`src/rtl/dm_dmi_slave_pkg.sv`:
```
// Shared DMI field layout, debug-module register map, op/response codes and cmderr codes.
// Also supplies the DMI word width default used by the top-level parameter.
`ifndef DMI_WIDTH
`define DMI_WIDTH 40
`endif

package dm_dmi_slave_pkg;

  // DMI word layout: {addr[39:34], data[33:2], op[1:0]}
  localparam int unsigned DmiAddrW   = 6;
  localparam int unsigned DmiDataW   = 32;
  localparam int unsigned DmiOpW     = 2;
  localparam int unsigned DmiOpLsb   = 0;
  localparam int unsigned DmiDataLsb = 2;
  localparam int unsigned DmiAddrLsb = 34;

  localparam logic [1:0] DmiOpNop   = 2'd0;
  localparam logic [1:0] DmiOpRead  = 2'd1;
  localparam logic [1:0] DmiOpWrite = 2'd2;
  localparam logic [1:0] DmiOpRsvd  = 2'd3;

  localparam logic [1:0] DmiRespSuccess = 2'd0;
  localparam logic [1:0] DmiRespFailed  = 2'd2;

  localparam logic [5:0] AddrData0      = 6'h04;
  localparam logic [5:0] AddrDmcontrol  = 6'h10;
  localparam logic [5:0] AddrDmstatus   = 6'h11;
  localparam logic [5:0] AddrAbstractcs = 6'h16;
  localparam logic [5:0] AddrCommand    = 6'h17;

  localparam logic [2:0] CmdErrNone      = 3'd0;
  localparam logic [2:0] CmdErrNotSup    = 3'd2;
  localparam logic [2:0] CmdErrException = 3'd3;
  localparam logic [2:0] CmdErrHaltResume = 3'd4;

  localparam logic [2:0] AarSize32 = 3'd2;

  typedef enum logic [1:0] {
    StIdle,
    StExec,
    StResp
  } dm_state_e;

  // Abstract register numbers 0x1000-0x101F map onto the 32 GPRs.
  function automatic logic regno_is_gpr(input logic [15:0] regno);
    return (regno >= 16'h1000) && (regno <= 16'h101F);
  endfunction

endpackage

```
`src/rtl/dm_abstract_cmd.sv`:
```
// Abstract command decode, cmderr tracking and the GPR access port.
// A command is checked and, if legal, executed in the single cycle cmd_we is high.
module dm_abstract_cmd
  import dm_dmi_slave_pkg::*;
(
  input  logic        clk,
  input  logic        i_rst,
  input  logic        cmd_we,
  input  logic [31:0] cmd,
  input  logic        acs_we,
  input  logic [2:0]  acs_w1c,
  input  logic        clear,
  input  logic        halted,
  input  logic [31:0] data0,
  input  logic [31:0] reg_rdata,
  output logic [2:0]  cmderr,
  output logic        busy,
  output logic        reg_we,
  output logic [4:0]  reg_addr,
  output logic [31:0] reg_wdata,
  output logic        data0_we,
  output logic [31:0] data0_wdata
);

  logic [7:0]  cmdtype;
  logic [2:0]  aarsize;
  logic        transfer;
  logic        write;
  logic [15:0] regno;
  logic [2:0]  err_code;
  logic        exec;
  logic        gpr_access;
  logic [2:0]  cmderr_q, cmderr_d;
  logic        unused_cmd_bits;

  assign cmdtype  = cmd[31:24];
  assign aarsize  = cmd[22:20];
  assign transfer = cmd[17];
  assign write    = cmd[16];
  assign regno    = cmd[15:0];

  assign unused_cmd_bits = ^{cmd[23], cmd[19:18]};

  always_comb begin
    err_code = CmdErrNone;
    if (cmdtype != 8'd0) begin
      err_code = CmdErrNotSup;
    end else if (aarsize != AarSize32) begin
      err_code = CmdErrNotSup;
    end else if (transfer && !regno_is_gpr(regno)) begin
      err_code = CmdErrException;
    end else if (!halted) begin
      err_code = CmdErrHaltResume;
    end
  end

  // A pending error blocks every later command until software clears it.
  assign exec       = cmd_we && (cmderr_q == CmdErrNone) && (err_code == CmdErrNone);
  assign gpr_access = exec && transfer;

  always_comb begin
    busy        = exec;
    reg_we      = gpr_access && write;
    reg_addr    = gpr_access ? regno[4:0] : 5'd0;
    reg_wdata   = (gpr_access && write) ? data0 : 32'd0;
    data0_we    = gpr_access && !write;
    data0_wdata = reg_rdata;
  end

  always_comb begin
    cmderr_d = cmderr_q;
    if (clear) begin
      cmderr_d = CmdErrNone;
    end else if (acs_we) begin
      cmderr_d = cmderr_q & ~acs_w1c;
    end else if (cmd_we && (cmderr_q == CmdErrNone) && (err_code != CmdErrNone)) begin
      cmderr_d = err_code;
    end
  end

  always_ff @(posedge clk or posedge i_rst) begin
    if (i_rst) begin
      cmderr_q <= CmdErrNone;
    end else begin
      cmderr_q <= cmderr_d;
    end
  end

  assign cmderr = cmderr_q;

endmodule

```
`src/rtl/dm_dmi_slave.sv`:
```
// Minimal RISC-V debug module DMI slave: one DMI transaction at a time through IDLE/EXEC/RESP,
// hosting data0, dmcontrol, dmstatus, abstractcs and the abstract command register.
`ifndef DMI_WIDTH
`define DMI_WIDTH 40
`endif

module dm_dmi_slave
  import dm_dmi_slave_pkg::*;
#(
  parameter int unsigned DMI_WIDTH = `DMI_WIDTH
) (
  input  logic                 clk,
  input  logic                 i_rst,
  input  logic                 i_dmi_req_vld,
  input  logic [DMI_WIDTH-1:0] i_dmi_req_data,
  output logic                 o_dmi_req_rdy,
  output logic                 o_dmi_resp_vld,
  output logic [DMI_WIDTH-1:0] o_dmi_resp_data,
  input  logic                 i_dmi_resp_rdy,
  output logic                 o_dbg_halt_req,
  output logic                 o_dbg_reset_req,
  input  logic                 i_dbg_halted,
  output logic                 o_dbg_reg_we,
  output logic [4:0]           o_dbg_reg_addr,
  output logic [31:0]          o_dbg_reg_wdata,
  input  logic [31:0]          i_dbg_reg_rdata
);

  dm_state_e state_q, state_d;

  logic [DMI_WIDTH-1:0] req_q;
  logic [DMI_WIDTH-1:0] resp_q, resp_d;
  logic [31:0]          data0_q;
  logic                 haltreq_q;
  logic                 ndmreset_q;
  logic                 dmactive_q;

  logic [DmiAddrW-1:0] req_addr;
  logic [DmiDataW-1:0] req_data;
  logic [DmiOpW-1:0]   req_op;
  logic                in_exec;
  logic                wr_exec;
  logic                dmc_we;
  logic                dmc_clear;
  logic                data0_csr_we;
  logic                cmd_we;
  logic                acs_we;
  logic [31:0]         rdata;

  logic [2:0]  cmderr;
  logic        busy;
  logic        cmd_data0_we;
  logic [31:0] cmd_data0_wdata;

  assign req_addr = req_q[DmiAddrLsb +: DmiAddrW];
  assign req_data = req_q[DmiDataLsb +: DmiDataW];
  assign req_op   = req_q[DmiOpLsb +: DmiOpW];

  assign in_exec      = (state_q == StExec);
  assign wr_exec      = in_exec && (req_op == DmiOpWrite);
  assign dmc_we       = wr_exec && (req_addr == AddrDmcontrol);
  assign dmc_clear    = dmc_we && !req_data[0];
  assign data0_csr_we = wr_exec && (req_addr == AddrData0);
  assign cmd_we       = wr_exec && (req_addr == AddrCommand);
  assign acs_we       = wr_exec && (req_addr == AddrAbstractcs);

  always_comb begin
    state_d        = state_q;
    o_dmi_req_rdy  = 1'b0;
    o_dmi_resp_vld = 1'b0;
    case (state_q)
      StIdle: begin
        o_dmi_req_rdy = ~i_rst;
        if (i_dmi_req_vld) begin
          state_d = StExec;
        end
      end
      StExec: begin
        state_d = StResp;
      end
      StResp: begin
        o_dmi_resp_vld = 1'b1;
        if (i_dmi_resp_rdy) begin
          state_d = StIdle;
        end
      end
      default: begin
        state_d = StIdle;
      end
    endcase
  end

  // Register read view, sampled in EXEC before any write of the same transaction lands.
  always_comb begin
    rdata = 32'd0;
    case (req_addr)
      AddrData0:      rdata = data0_q;
      AddrDmcontrol:  rdata = {haltreq_q, 29'd0, ndmreset_q, dmactive_q};
      AddrDmstatus:   rdata = {20'd0, ~i_dbg_halted, ~i_dbg_halted, i_dbg_halted, i_dbg_halted,
                               1'b1, 3'd0, 4'd2};
      AddrAbstractcs: rdata = {3'd0, 5'd0, 11'd0, busy, 1'b0, cmderr, 4'd0, 4'd1};
      default:        rdata = 32'd0;
    endcase
  end

  always_comb begin
    resp_d = '0;
    resp_d[DmiAddrLsb +: DmiAddrW] = req_addr;
    resp_d[DmiDataLsb +: DmiDataW] = (req_op == DmiOpRead) ? rdata : 32'd0;
    resp_d[DmiOpLsb +: DmiOpW]     = (req_op == DmiOpRsvd) ? DmiRespFailed : DmiRespSuccess;
  end

  always_ff @(posedge clk or posedge i_rst) begin
    if (i_rst) begin
      state_q <= StIdle;
      req_q   <= '0;
      resp_q  <= '0;
    end else begin
      state_q <= state_d;
      if ((state_q == StIdle) && i_dmi_req_vld) begin
        req_q <= i_dmi_req_data;
      end
      if (in_exec) begin
        resp_q <= resp_d;
      end
    end
  end

  always_ff @(posedge clk or posedge i_rst) begin
    if (i_rst) begin
      data0_q    <= 32'd0;
      haltreq_q  <= 1'b0;
      ndmreset_q <= 1'b0;
      dmactive_q <= 1'b0;
    end else begin
      if (dmc_we) begin
        dmactive_q <= req_data[0];
        haltreq_q  <= req_data[0] & req_data[31];
        ndmreset_q <= req_data[0] & req_data[1];
      end
      if (dmc_clear) begin
        data0_q <= 32'd0;
      end else if (data0_csr_we) begin
        data0_q <= req_data;
      end else if (cmd_data0_we) begin
        data0_q <= cmd_data0_wdata;
      end
    end
  end

  dm_abstract_cmd u_abstract_cmd (
    .clk         (clk),
    .i_rst       (i_rst),
    .cmd_we      (cmd_we),
    .cmd         (req_data),
    .acs_we      (acs_we),
    .acs_w1c     (req_data[10:8]),
    .clear       (dmc_clear),
    .halted      (i_dbg_halted),
    .data0       (data0_q),
    .reg_rdata   (i_dbg_reg_rdata),
    .cmderr      (cmderr),
    .busy        (busy),
    .reg_we      (o_dbg_reg_we),
    .reg_addr    (o_dbg_reg_addr),
    .reg_wdata   (o_dbg_reg_wdata),
    .data0_we    (cmd_data0_we),
    .data0_wdata (cmd_data0_wdata)
  );

  assign o_dmi_resp_data = resp_q;
  assign o_dbg_halt_req  = haltreq_q;
  assign o_dbg_reset_req = ndmreset_q;

endmodule
```
`config.mk`:
```
export PLATFORM = sky130hd
export DESIGN_NAME = dm_dmi_slave
export DESIGN_NICKNAME = d
export VERILOG_FILES = /design/src/rtl/dm_dmi_slave_pkg.sv /design/src/rtl/dm_abstract_cmd.sv /design/src/rtl/dm_dmi_slave.sv
export SDC_FILE = /design/constraint.sdc
export NUM_CORES = 1
export LEC_CHECK = 0
export CAP_MARGIN = 10
export CORE_UTILIZATION = 40
export CTS_CLUSTER_SIZE = 25
export DETAILED_ROUTE_END_ITERATION = 12
export MAX_ROUTING_LAYER = met4
export PLACE_DENSITY = 0.73
export SYNTH_ARGS = -nofsm -noshare
export SYNTH_HDL_FRONTEND = slang
export SYNTH_SLANG_ARGS = --single-unit
```
`constraint.sdc`:
```
create_clock -name clk -period 6.3 [get_ports clk]
set_input_delay 1.26 -clock clk [delete_from_list [all_inputs] [get_ports clk]]
set_output_delay 1.26 -clock clk [all_outputs]
set_load 0.01 [all_outputs]
```
== Word level (Yosys, flattened, before mapping) ==
Index checks and enable logic that the tools add are counted.

* Bits in registers: 120
* Bits in latches: 0
* RAM bits: 0
* Memory bits (read-only): 0
* Input port bits: 77
* Output and inout bits: 82
* Word-level logic and storage cells: 75
* Memories kept: 0

* Add/subtract/negate cells: 0
* Multiply operators: 0
* Div/mod/pow operators: 0
* $lt $le $gt $ge: 2
* Equality and inequality tests: 13
* Shifts and indexed selects: 0
* Multiplexer cells: 20
* Bitwise gates (word level): 6
* Reductions and logical operators: 26

{| class="wikitable"
|+ Operators with widths
! operator !! count
|-
| $mux W32 || 5
|-
| $pmux W32 S4 || 1
|-
| $eq A6 B5 Y1 const B || 4
|-
| $mux W3 || 7
|-
| $ge A16 B13 Y1 const B || 1
|-
| $le A16 B13 Y1 const B || 1
|-
| $logic_and A1 B1 Y1 || 15
|-
| $reduce_bool A3 Y1 || 3
|-
| $reduce_bool A8 Y1 || 1
|-
| $eq A2 B2 Y1 const B || 3
|-
| $eq A6 B3 Y1 const B || 1
|-
| $logic_not A3 Y1 || 2
|-
| $mux W2 || 3
|-
| $pmux W2 S3 || 1
|-
| $mux W5 || 1
|-
| $eq A2 B1 Y1 const B || 2
|-
| $ne A2 B2 Y1 const B || 2
|-
| $and A3 B3 Y3 || 1
|-
| $logic_not A1 Y1 || 3
|-
| $ne A3 B2 Y1 const B || 1
|-
| $not A3 Y3 || 1
|-
| $and A1 B1 Y1 || 2
|-
| $logic_not A2 Y1 || 1
|-
| $mux W1 || 2
|-
| 2 further kinds || 3
|}

== Logic depth before layout (Yosys ltp) ==
* Depth after elaboration: 14
* Depth in mapped cells: 8
* Depth with buffers taken out: 5

== By module ==
Synthesis repeated with hierarchy kept, for this count alone.

* Cell total of the unflattened synthesis: 486
* Area, all modules: 5,780.5 um^2

{| class="wikitable"
|+ By module, submodules not included
! module !! times used !! cells each !! area each (um^2) !! sequential area each (um^2)
|-
| dm_dmi_slave || 1 || 381 || 4,988.5 || 2,902.8
|-
| dm_abstract_cmd || 1 || 105 || 792.0 || 75.1
|}

== Least setup slack after synthesis ==
Ideal clock, no wire load.

* Path type: input to output
* Start: input port i_dbg_halted
* End: output port o_dbg_reg_wdata[29]
* Data arrival time: 2,120 ps
* Required time: 5,040 ps
* Slack: 2,920 ps
* Cell stages on the path: 4
* Buffers on the path: 1
* Cell sequence: nand2_1 -> nor4_1 -> clkbuf_1 -> and3_1

* Word-level cells in the longest chain between the ends: 9

{| class="wikitable"
|+ Ends and longest elaborated chain
! what !! line !! text
|-
| start: declaration || dm_dmi_slave.sv:22 || <nowiki>input logic i_dbg_halted,</nowiki>
|-
| $mux W3 || dm_abstract_cmd.sv:52 || <nowiki>end else if (!halted) begin</nowiki>
|-
| $mux W3 || dm_abstract_cmd.sv:50 || <nowiki>end else if (transfer && !regno_is_gpr(regno)) begin</nowiki>
|-
| $mux W3 || dm_abstract_cmd.sv:48 || <nowiki>end else if (aarsize != AarSize32) begin</nowiki>
|-
| $mux W3 || dm_abstract_cmd.sv:46 || <nowiki>if (cmdtype != 8'd0) begin</nowiki>
|-
| $logic_not A3 Y1 || dm_abstract_cmd.sv:58 || <nowiki>assign exec = cmd_we && (cmderr_q == CmdErrNone) && (err_code == CmdErrNone);</nowiki>
|-
| $logic_and A1 B1 Y1 || dm_abstract_cmd.sv:58 ||
|-
| $logic_and A1 B1 Y1 || dm_abstract_cmd.sv:59 || <nowiki>assign gpr_access = exec && transfer;</nowiki>
|-
| $logic_and A1 B1 Y1 || dm_abstract_cmd.sv:65 || <nowiki>reg_wdata = (gpr_access && write) ? data0 : 32'd0;</nowiki>
|-
| $mux W32 || dm_abstract_cmd.sv:65 ||
|-
| end: declaration || dm_dmi_slave.sv:25 || <nowiki>output logic [31:0] o_dbg_reg_wdata,</nowiki>
|}

Every way passes these cells.

== Final worst setup path ==
* Start: input port i_dbg_halted
* End: output port o_dbg_reg_wdata[31]

Same word-level chain as after synthesis.

==> results.sh <==
export IMPL_coreArea_um2=13300
export IMPL_tns_ns=0
export IMPL_setup_viol=0
export IMPL_relSlewSlack_pct=25.6
export IMPL_multi_input_area_um2=2330
export IMPL_place_gp_congestion=0.787
export IMPL_crit_end="o_dbg_reg_wdata[31]"
export IMPL_n_antenna_cell=0
export IMPL_async_reset_ff_share_pct=100
export IMPL_synth_area_leaders="dfrtp_1 (54%), a22o_1 (9.9%), mux2_2 (9.7%), mux2_4 (8.0%), and3_1 (3.7%)"
export IMPL_fin_area_um2=7770
export IMPL_critPathKind="in2out"
export IMPL_fp_dieW_um=119
export IMPL_grtUsageTotal_pct=22.4
export IMPL_worst_path_max_fanout=27
export IMPL_rsz0062_at_grt="false"
export IMPL_met3_usage_pct=6.61
export IMPL_vias=4087
export IMPL_die_area_um2=14100
export IMPL_cp_startpoint="i_dbg_halted"
export IMPL_cts_resized=0
export IMPL_synth_flop_cell="dfrtp_1"
export IMPL_placementRows=42
export IMPL_cp_end_kind="primary output"
export IMPL_grt_pass1_vias=4295
export IMPL_yosysSeqAreaShare_pct=54.4
export IMPL_viasPerCell=5.38
export IMPL_pin_count=159
export IMPL_netlist_area_um2=5470
export IMPL_timing_final_crit_share_pct=70.5
export IMPL_crit_top_cell="clkdlybuf4s50_1"
export IMPL_worstMarginPinSlew_ns=1.12
export IMPL_dp_cells=727
export IMPL_fillers=1096
export IMPL_drv_cap=0
export IMPL_htreeDepth=4
export IMPL_syn_num_nets=498
export IMPL_cp_slowest_cell="clkdlybuf4s50_1"
export IMPL_synth_edf_count=0
export IMPL_crit_arrival_ns=3.18
export IMPL_synthTopCellsByCount="dfrtp_1 (119), a22o_1 (62), mux2_2 (47), and3_1 (32), mux2_4 (29)"
export IMPL_cts_sink_count=119
export IMPL_numPortBuffers=157
export IMPL_grtUsageMet2_pct=36.3
export IMPL_startpoint_type="primary input"
export IMPL_regArea_um2=2980
export IMPL_grt_first_pass_wirelength_mm=23.4
export IMPL_cts_hold_buf=0
export IMPL_skew_ns=0.00733
export IMPL_min_period_ns=4.44
export IMPL_wl_mm=14.4
export IMPL_drive_gt1_share_pct=21.8
export IMPL_yosysWarnings=0
export IMPL_place_area_um2=7180
export IMPL_ff2ff_path_depth=5
export IMPL_start_util_pct=41.1
export IMPL_drtPass1Iterations=4
export IMPL_ff2ff_setup_slack_ns=3.33
export IMPL_timing_final_ws_setup_ns=1.86
export IMPL_avgRoutedWirePerCell_um=19.0
export IMPL_yosysMostFrequentCell="dfrtp_1"
export IMPL_grt_use_met1_pct=27.5
export IMPL_drtIter0Drc=155
export IMPL_required_ns=5.04
export IMPL_power_density_nw_per_um2=354
export IMPL_fp_dieH_um=119
export IMPL_syn_area_per_cell_um2=13.0
export IMPL_dp_hpwl_mm=9.68
export IMPL_synth_top_area_share_pct=54.4
export IMPL_vdd_drop_max_mv=0.265
export IMPL_stdcell_count=759
export IMPL_grt_overflow=0
export IMPL_status="finished clean"
export IMPL_reg2reg_to="data0_q[19]"
export IMPL_syn_to_final_growth_pct=42.1
export IMPL_timing_fmax_mhz=225
export IMPL_postCtsSetupBuffers=0
export IMPL_ys_ff_latch=119
export IMPL_slew_viol_final=0
export IMPL_syn_inst=421
export IMPL_yosys_area_top_type="dfrtp_1"
export IMPL_ant_nets=0
export IMPL_antenna_found_initial=0
export IMPL_cts_tree="built"
export IMPL_clk_latency_ns=0.40
export IMPL_post_route_util_pct=58.5
export IMPL_clk_path_buf_depth=2
export IMPL_busiest_layer="met2"
export IMPL_r2r_start="req_q[34]"
export IMPL_cts_root_buf="clkbuf_16"
export IMPL_power_mw=2.75
export IMPL_hold_violations=0
export IMPL_slowest_delay_ns=0.54
export IMPL_leakage_nw=3.49
export IMPL_ys_types=46
export IMPL_whs_ns=0.507
export IMPL_min_path_type="reg2reg"
export IMPL_dp_slack_ns=1.87
export IMPL_grt_max_degree=80
export IMPL_worstPathCellList="clkdlybuf4s50_1 -> nand2_1 -> nor4_2 -> buf_4 -> and3_1 -> clkdlybuf4s50_1"
export IMPL_drc=0
export IMPL_fin_nets=647
export IMPL_clk_pin_slew_ns=0.05
export IMPL_cts_buffers=17
[flip-flops by register name, summed over array words and instances (netlist names)]
| name | cells |
|---|---|
| req_q | 40 |
| o_dmi_resp_data | 39 |
| data0_q | 32 |
| u_abstract_cmd.cmderr | 3 |
| state_q | 2 |
| dmactive_q | 1 |
| o_dbg_halt_req | 1 |
| o_dbg_reset_req | 1 |
[routing by layer]
layer  share of wire [%]  up-vias  wire length [µm]
li1                    -     1883                 -
met1                  44     2048              6280
met2                  50      140              7170
met3                 5.4       16               770
met4                 1.1        0               163
met5                   0        -                 0
[cells by family (layout without fill, tap and decap cells)]
logic type	count (synthesis)	count (layout)	synth area share, %
other	1	1	0.0686
muxes	77	77	17.8
AOI/OAI and AO/OA	88	88	13.6
and+or+nand+nor	97	97	10.8
DFF	119	119	54.4
buffers and inverters	39	201	3.32
[report_power, final]
group          internal (mW)  switching [mW]
clock network          0.610           0.337
registers              0.977           0.249
logic                  0.354           0.227
total                   1.94           0.814
[cell usage in the layout, fill, tap and decap left out, types with 2 or more instances in the layout]
cell / n
nor2_1: 8
a2bb2oi_1: 2
and2_1: 7
o21ai_0: 12
clkdlybuf4s50_1: 157
clkbuf_8: 3
nor4b_1: 3
a22o_1: 62
nand3b_1: 2
clkinvlp_4: 5
clkbuf_16: 17
mux2_4: 29
a21oi_1: 2
nor4_1: 3
nand2_1: 18
dfrtp_1: 119
inv_1: 4
bufinv_16: 2
and3_1: 32
buf_4: 7
nor3_1: 3
nand3_1: 5
or3b_1: 2
a221o_1: 3
clkinv_2: 4
mux2_2: 47
nor3b_2: 2
[critical path, delay by kind of cell]
kind                   cells  cell delay (ns)
buffers and inverters      3             1.39
AND/OR/NAND/NOR            3             0.52
[cell type report]
cell class                      count  area share (%)
Multi-Input combinational cell    263            30.0
Clock buffer                       20            6.01
Clock inverter                     12            1.63
Sequential cell                   119            38.3
Tap cell                          176            2.83
Inverter                            5           0.274
Timing Repair Buffer              164            20.9
[worst min-delay path by stage]
stage / cells past startpoint / to / from
final: 1 / o_dmi_resp_data[35] / o_dmi_resp_data[35]
after global routing: 1 / o_dmi_resp_data[14] / o_dmi_resp_data[14]
after CTS: 1 / o_dmi_resp_data[15] / o_dmi_resp_data[15]
after detailed placement: 2 / o_dmi_resp_data[1] / o_dmi_resp_data[1]
after global placement: 2 / o_dmi_resp_data[1] / o_dmi_resp_data[1]
after floorplan: 1 / o_dmi_resp_data[15] / data0_q[13]
(Power assumes the default switching activity.)
==> patch 1, RTL diff (same settings) <==
Reset style: synchronous (`i_rst`), changed in 3 clocked blocks.
--- a/src/rtl/dm_abstract_cmd.sv
+++ b/src/rtl/dm_abstract_cmd.sv
@@ -78,7 +78,7 @@
     end
   end
 
-  always_ff @(posedge clk or posedge i_rst) begin
+  always_ff @(posedge clk) begin
     if (i_rst) begin
       cmderr_q <= CmdErrNone;
     end else begin
--- a/src/rtl/dm_dmi_slave.sv
+++ b/src/rtl/dm_dmi_slave.sv
@@ -110,7 +110,7 @@
     resp_d[DmiOpLsb +: DmiOpW]     = (req_op == DmiOpRsvd) ? DmiRespFailed : DmiRespSuccess;
   end
 
-  always_ff @(posedge clk or posedge i_rst) begin
+  always_ff @(posedge clk) begin
     if (i_rst) begin
       state_q <= StIdle;
       req_q   <= '0;
@@ -126,7 +126,7 @@
     end
   end
 
-  always_ff @(posedge clk or posedge i_rst) begin
+  always_ff @(posedge clk) begin
     if (i_rst) begin
       data0_q    <= 32'd0;
       haltreq_q  <= 1'b0;
Behaviour: differs if i_rst is asserted again (counterexample within 4 cycles, from zero or initial values and one cycle with i_rst high); with i_rst held inactive, the same outputs for 4 cycles.
==> patch 1 against the original RTL <==
  * Worst setup slack worse by 0.39 ns
  * Non-clock buffer count is 2 higher
  * Register-to-register slack better by 0.25 ns
  * Wire length up 13%
  * Final area decreased by 5.0%
  * Critical path depth grew 1
  * Synthesized area is 4.8% lower
  * Sequential cell count did not move
Power is not compared: it rests on default switching activity, and its combinational part moved more than twofold at a synthesized area within 25%.
==> patch 1: results (changes against the original RTL) <==
* Total GRT Usage at 25.13% (was 22.44%)
* Met1 wire length at 7.635 mm (was 6.277 mm)
* Worst hold endpoint: req_q[25] (was o_dmi_resp_data[35])
* Status: completed (unchanged)
* WL met2 at 7.573 mm (was 7.172 mm)
* Met2 usage at 37.10% (was 36.33%)
* Least-Margin Pin Slew at 1.244 ns (was 1.116 ns)
* Register-to-register path setup slack at 3.58 ns (was 3.33 ns)
* Synthesized area per cell at 8.229 um^2 (was 12.99 um^2)
* Synth Flop Type: dfxtp_1 (was dfrtp_1)
* Largest net degree at the start of global routing at 95 (was 80)
* Inst Count DP at 909 (was 727)
* Vias/cell at 5.465 (was 5.385)
* Worst R2R Start: req_q[34] (unchanged)
* Global-route wire length before repair at 25.10 mm (was 23.39 mm)
* Worst clock skew at 0.009842 ns (was 0.007327 ns)
* Met3 global-route usage at 4.203% (was 6.609%)
* Worst Path Max Fanout at 39 (was 27)
* Reg-to-Reg End: data0_q[23] (was data0_q[19])
* Synth top cells by count: dfxtp_1 (119), nand2_1 (101), nor2_1 (101) (was dfrtp_1 (119), a22o_1 (62), mux2_2 (47))
* Hpwl dp at 11.46 mm (was 9.681 mm)
* DR iter-0 viols at 465 (was 155)
* Nets at 834 (was 647)
* Fraction of layout cells with a size suffix above 1 at 7.273% (was 21.78%)
* Finished Layout Cells at 942 (was 759)
* Worst Path Arrival at 3.57 ns (was 3.18 ns)
* # fillers at 1150 (was 1096)
* Hold Path Stages at 2 (was 1)
* Ys async rst share at 0% (was 100.0%)
* Post-Syn Nets at 710 (was 498)
==> patch 1: power by group through the flow <==
| stage | logic, mW | registers (mW) | clock network, mW |
|---|---|---|---|
| final | 0.144 | 0.796 | 0.972 |
| after global routing | 0.156 | 0.798 | 1.02 |
| after CTS | 0.140 | 0.795 | 0.983 |
| after detailed placement | 0.139 | 0.812 | 0 |
| after global placement | 0.137 | 0.810 | 0 |
| after floorplan | 0.0743 | 0.800 | 0 |
==> patch 1: tightest hold or removal path, stage by stage (launching register included) <==
cell and delay (ns):
dfxtp_1 0.31, nand2_1 0.05, a21oi_1 0.05
==> patch 1: final cells by class <==
cell class	instances	area (um^2)	area share [%]
Multi-Input combinational cell	452	2531	34.27
Sequential cell	119	2382	32.25
Timing Repair Buffer	166	1654	22.40
Clock buffer	18	439.2	5.946
Tap cell	172	215.2	2.914
Clock inverter	14	160.2	2.168
Inverter	1	3.754	0.05082
==> patch 2, RTL diff (config.mk and constraints unchanged) <==
Without the edit above. `DmiDataLsb`: 2 -> 1.
--- a/src/rtl/dm_dmi_slave_pkg.sv
+++ b/src/rtl/dm_dmi_slave_pkg.sv
@@ -11,7 +11,7 @@
   localparam int unsigned DmiDataW   = 32;
   localparam int unsigned DmiOpW     = 2;
   localparam int unsigned DmiOpLsb   = 0;
-  localparam int unsigned DmiDataLsb = 2;
+  localparam int unsigned DmiDataLsb = 1;
   localparam int unsigned DmiAddrLsb = 34;
 
   localparam logic [1:0] DmiOpNop   = 2'd0;
Formal check against the unedited RTL: not equivalent (Yosys sat finds a counterexample within 4 cycles, from zero or initial values and one cycle with i_rst high).
==> patch 2 against the original RTL <==
  * Non-clock buffer count shrank 3
  * Count of clock-buffer cells in the layout grew 1
  * Worst setup slack lost 0.49 ns
  * Final area shrank 0.84%
  * Synthesized area shrank 2.8%
  * Sequential cell count shrank 3
  * Wire length shrank 4.3%
  * Critical path depth is the same
  * Global-route usage shrank 0.20 points
  * Power grew 1.8%
  * Register-to-register slack lost 0.50 ns
  * Die area shrank 2.8%
  * Critical path type unchanged
  * Largest power group unchanged
==> patch 2: results (changes against the original RTL) <==
* Status: completed (unchanged)
* Post-Route WL at 13.77 mm (was 14.38 mm)
* Least-Margin Pin Slew at 1.095 ns (was 1.116 ns)
* Worst Path Arrival at 3.67 ns (was 3.18 ns)
* Vias in the first global route at 4010 (was 4295)
* Nets at 628 (was 647)
* Max reg flops at 39 (was 40)
* P_sw at 0.7558 mW (was 0.8135 mW)
* Inst Count DP at 704 (was 727)
* Worst skew pair latency at 0.42 ns (was 0.40 ns)
* P&R area growth vs syn at 44.99% (was 42.06%)
* PortBufs at 155 (was 157)
* Hpwl dp at 9.192 mm (was 9.681 mm)
* CTS resizes at 0 (unchanged)
* CP max stage cell: nor4_4 (was clkdlybuf4s50_1)
* Post-DP Area at 0.007025 mm^2 (was 0.007178 mm^2)
* Share of the yosys chip area belonging to registers at 54.61% (was 54.44%)
* Clock group total power at 1.10 mW (was 0.947 mW)
* WL met2 at 6.625 mm (was 7.172 mm)
* Total GRT Usage at 22.24% (was 22.44%)
* Synthesized area per cell at 13.35 um^2 (was 12.99 um^2)
* Static Leak at 3.493 nW (about the same)
* Finished Layout Cells at 735 (was 759)
* Fraction of layout cells with a size suffix above 1 at 26.11% (was 21.78%)
* Share of power burned in registers at 41.1% (was 44.5%)
* Met1 wire length at 6.097 mm (was 6.277 mm)
* Worst slack, placed at 1.349 ns (was 1.869 ns)
* Initial antenna violation count at 0 (unchanged)
* Final Cycle Share at 78.28% (was 70.46%)
* DR vias at 3893 (was 4087)
* Worst IR Drop VDD at 0.0001889 V (was 0.0002653 V)
* DR iter-0 viols at 194 (was 155)
* Worst clock skew at 0.007615 ns (was 0.007327 ns)
* Met3 wire len at 853 um (was 770 um)
* GP Congestion at 0.7895 (was 0.7868)
* Top post-synthesis cells by area: dfrtp_1 (55%), mux2_2 (15%), mux2_4 (8.5%) (was dfrtp_1 (54%), a22o_1 (9.9%), mux2_2 (9.7%))
* Register-to-register path setup slack at 2.83 ns (was 3.33 ns)
* Global-route wire length before repair at 21.53 mm (was 23.39 mm)
[patch 2: stage by stage]
step	power, mW	hold slack, ns
2_1_floorplan	1.468	0.4549
3_3_place_gp	1.684	0.4631
3_5_place_dp	1.714	0.4762
4_1_cts	2.830	0.4880
5_1_grt	2.938	0.5215
6_report	2.806	0.4869
[patch 2: final cells by class]
| type | count | area, um^2 |
|---|---|---|
| fill | 1003 | 5067 |
| sequential | 116 | 2903 |
| multi-input combinational | 248 | 2270 |
| timing repair buffer | 161 | 1609 |
| clock buffer | 21 | 480.5 |
| tap | 172 | 215.2 |
| clock inverter | 10 | 200.2 |
| inverter | 7 | 28.78 |
[patch 2: path summary, 6_finish.rpt]
kind                               startpoint             endpoint  cells after the start
max                              i_dbg_halted   o_dbg_reg_wdata[0]                      6
min                        o_dmi_resp_data[1]   o_dmi_resp_data[1]                      2
max reg2reg                          req_q[1]           data0_q[9]                      7
min reg2reg                o_dmi_resp_data[1]   o_dmi_resp_data[1]                      2
max in group asynchronous               i_rst  o_dmi_resp_data[14]                      3
min in group asynchronous               i_rst   o_dmi_resp_data[1]                      2
[patch 2: per-layer routing]
metal  up-vias  GRT usage (%)
met5         -              -
met3        15          7.415
met1      1975          27.79
met4         0          8.186
met2       131          33.53
li1       1772              -
[patch 2: cells by family after synthesis]
kind of cell / count (synthesis) / share of synthesized area [%]
flip-flops: 116 / 54.61
other: 1 / 0.07055
buffers and inverters: 35 / 3.037
AND/OR/NAND/NOR: 90 / 10.55
AO/OA/AOI/OAI: 54 / 8.004
multiplexers: 102 / 23.73
[patch 2: worst reg2reg max path, stage by stage (launching register included)]
cell       delay (ns)
dfrtp_1          0.50
nand4bb_1        0.27
or4_4            0.64
nor4_4           0.78
buf_12           0.27
a21oi_4          0.22
buf_4            0.33
mux2_4           0.34
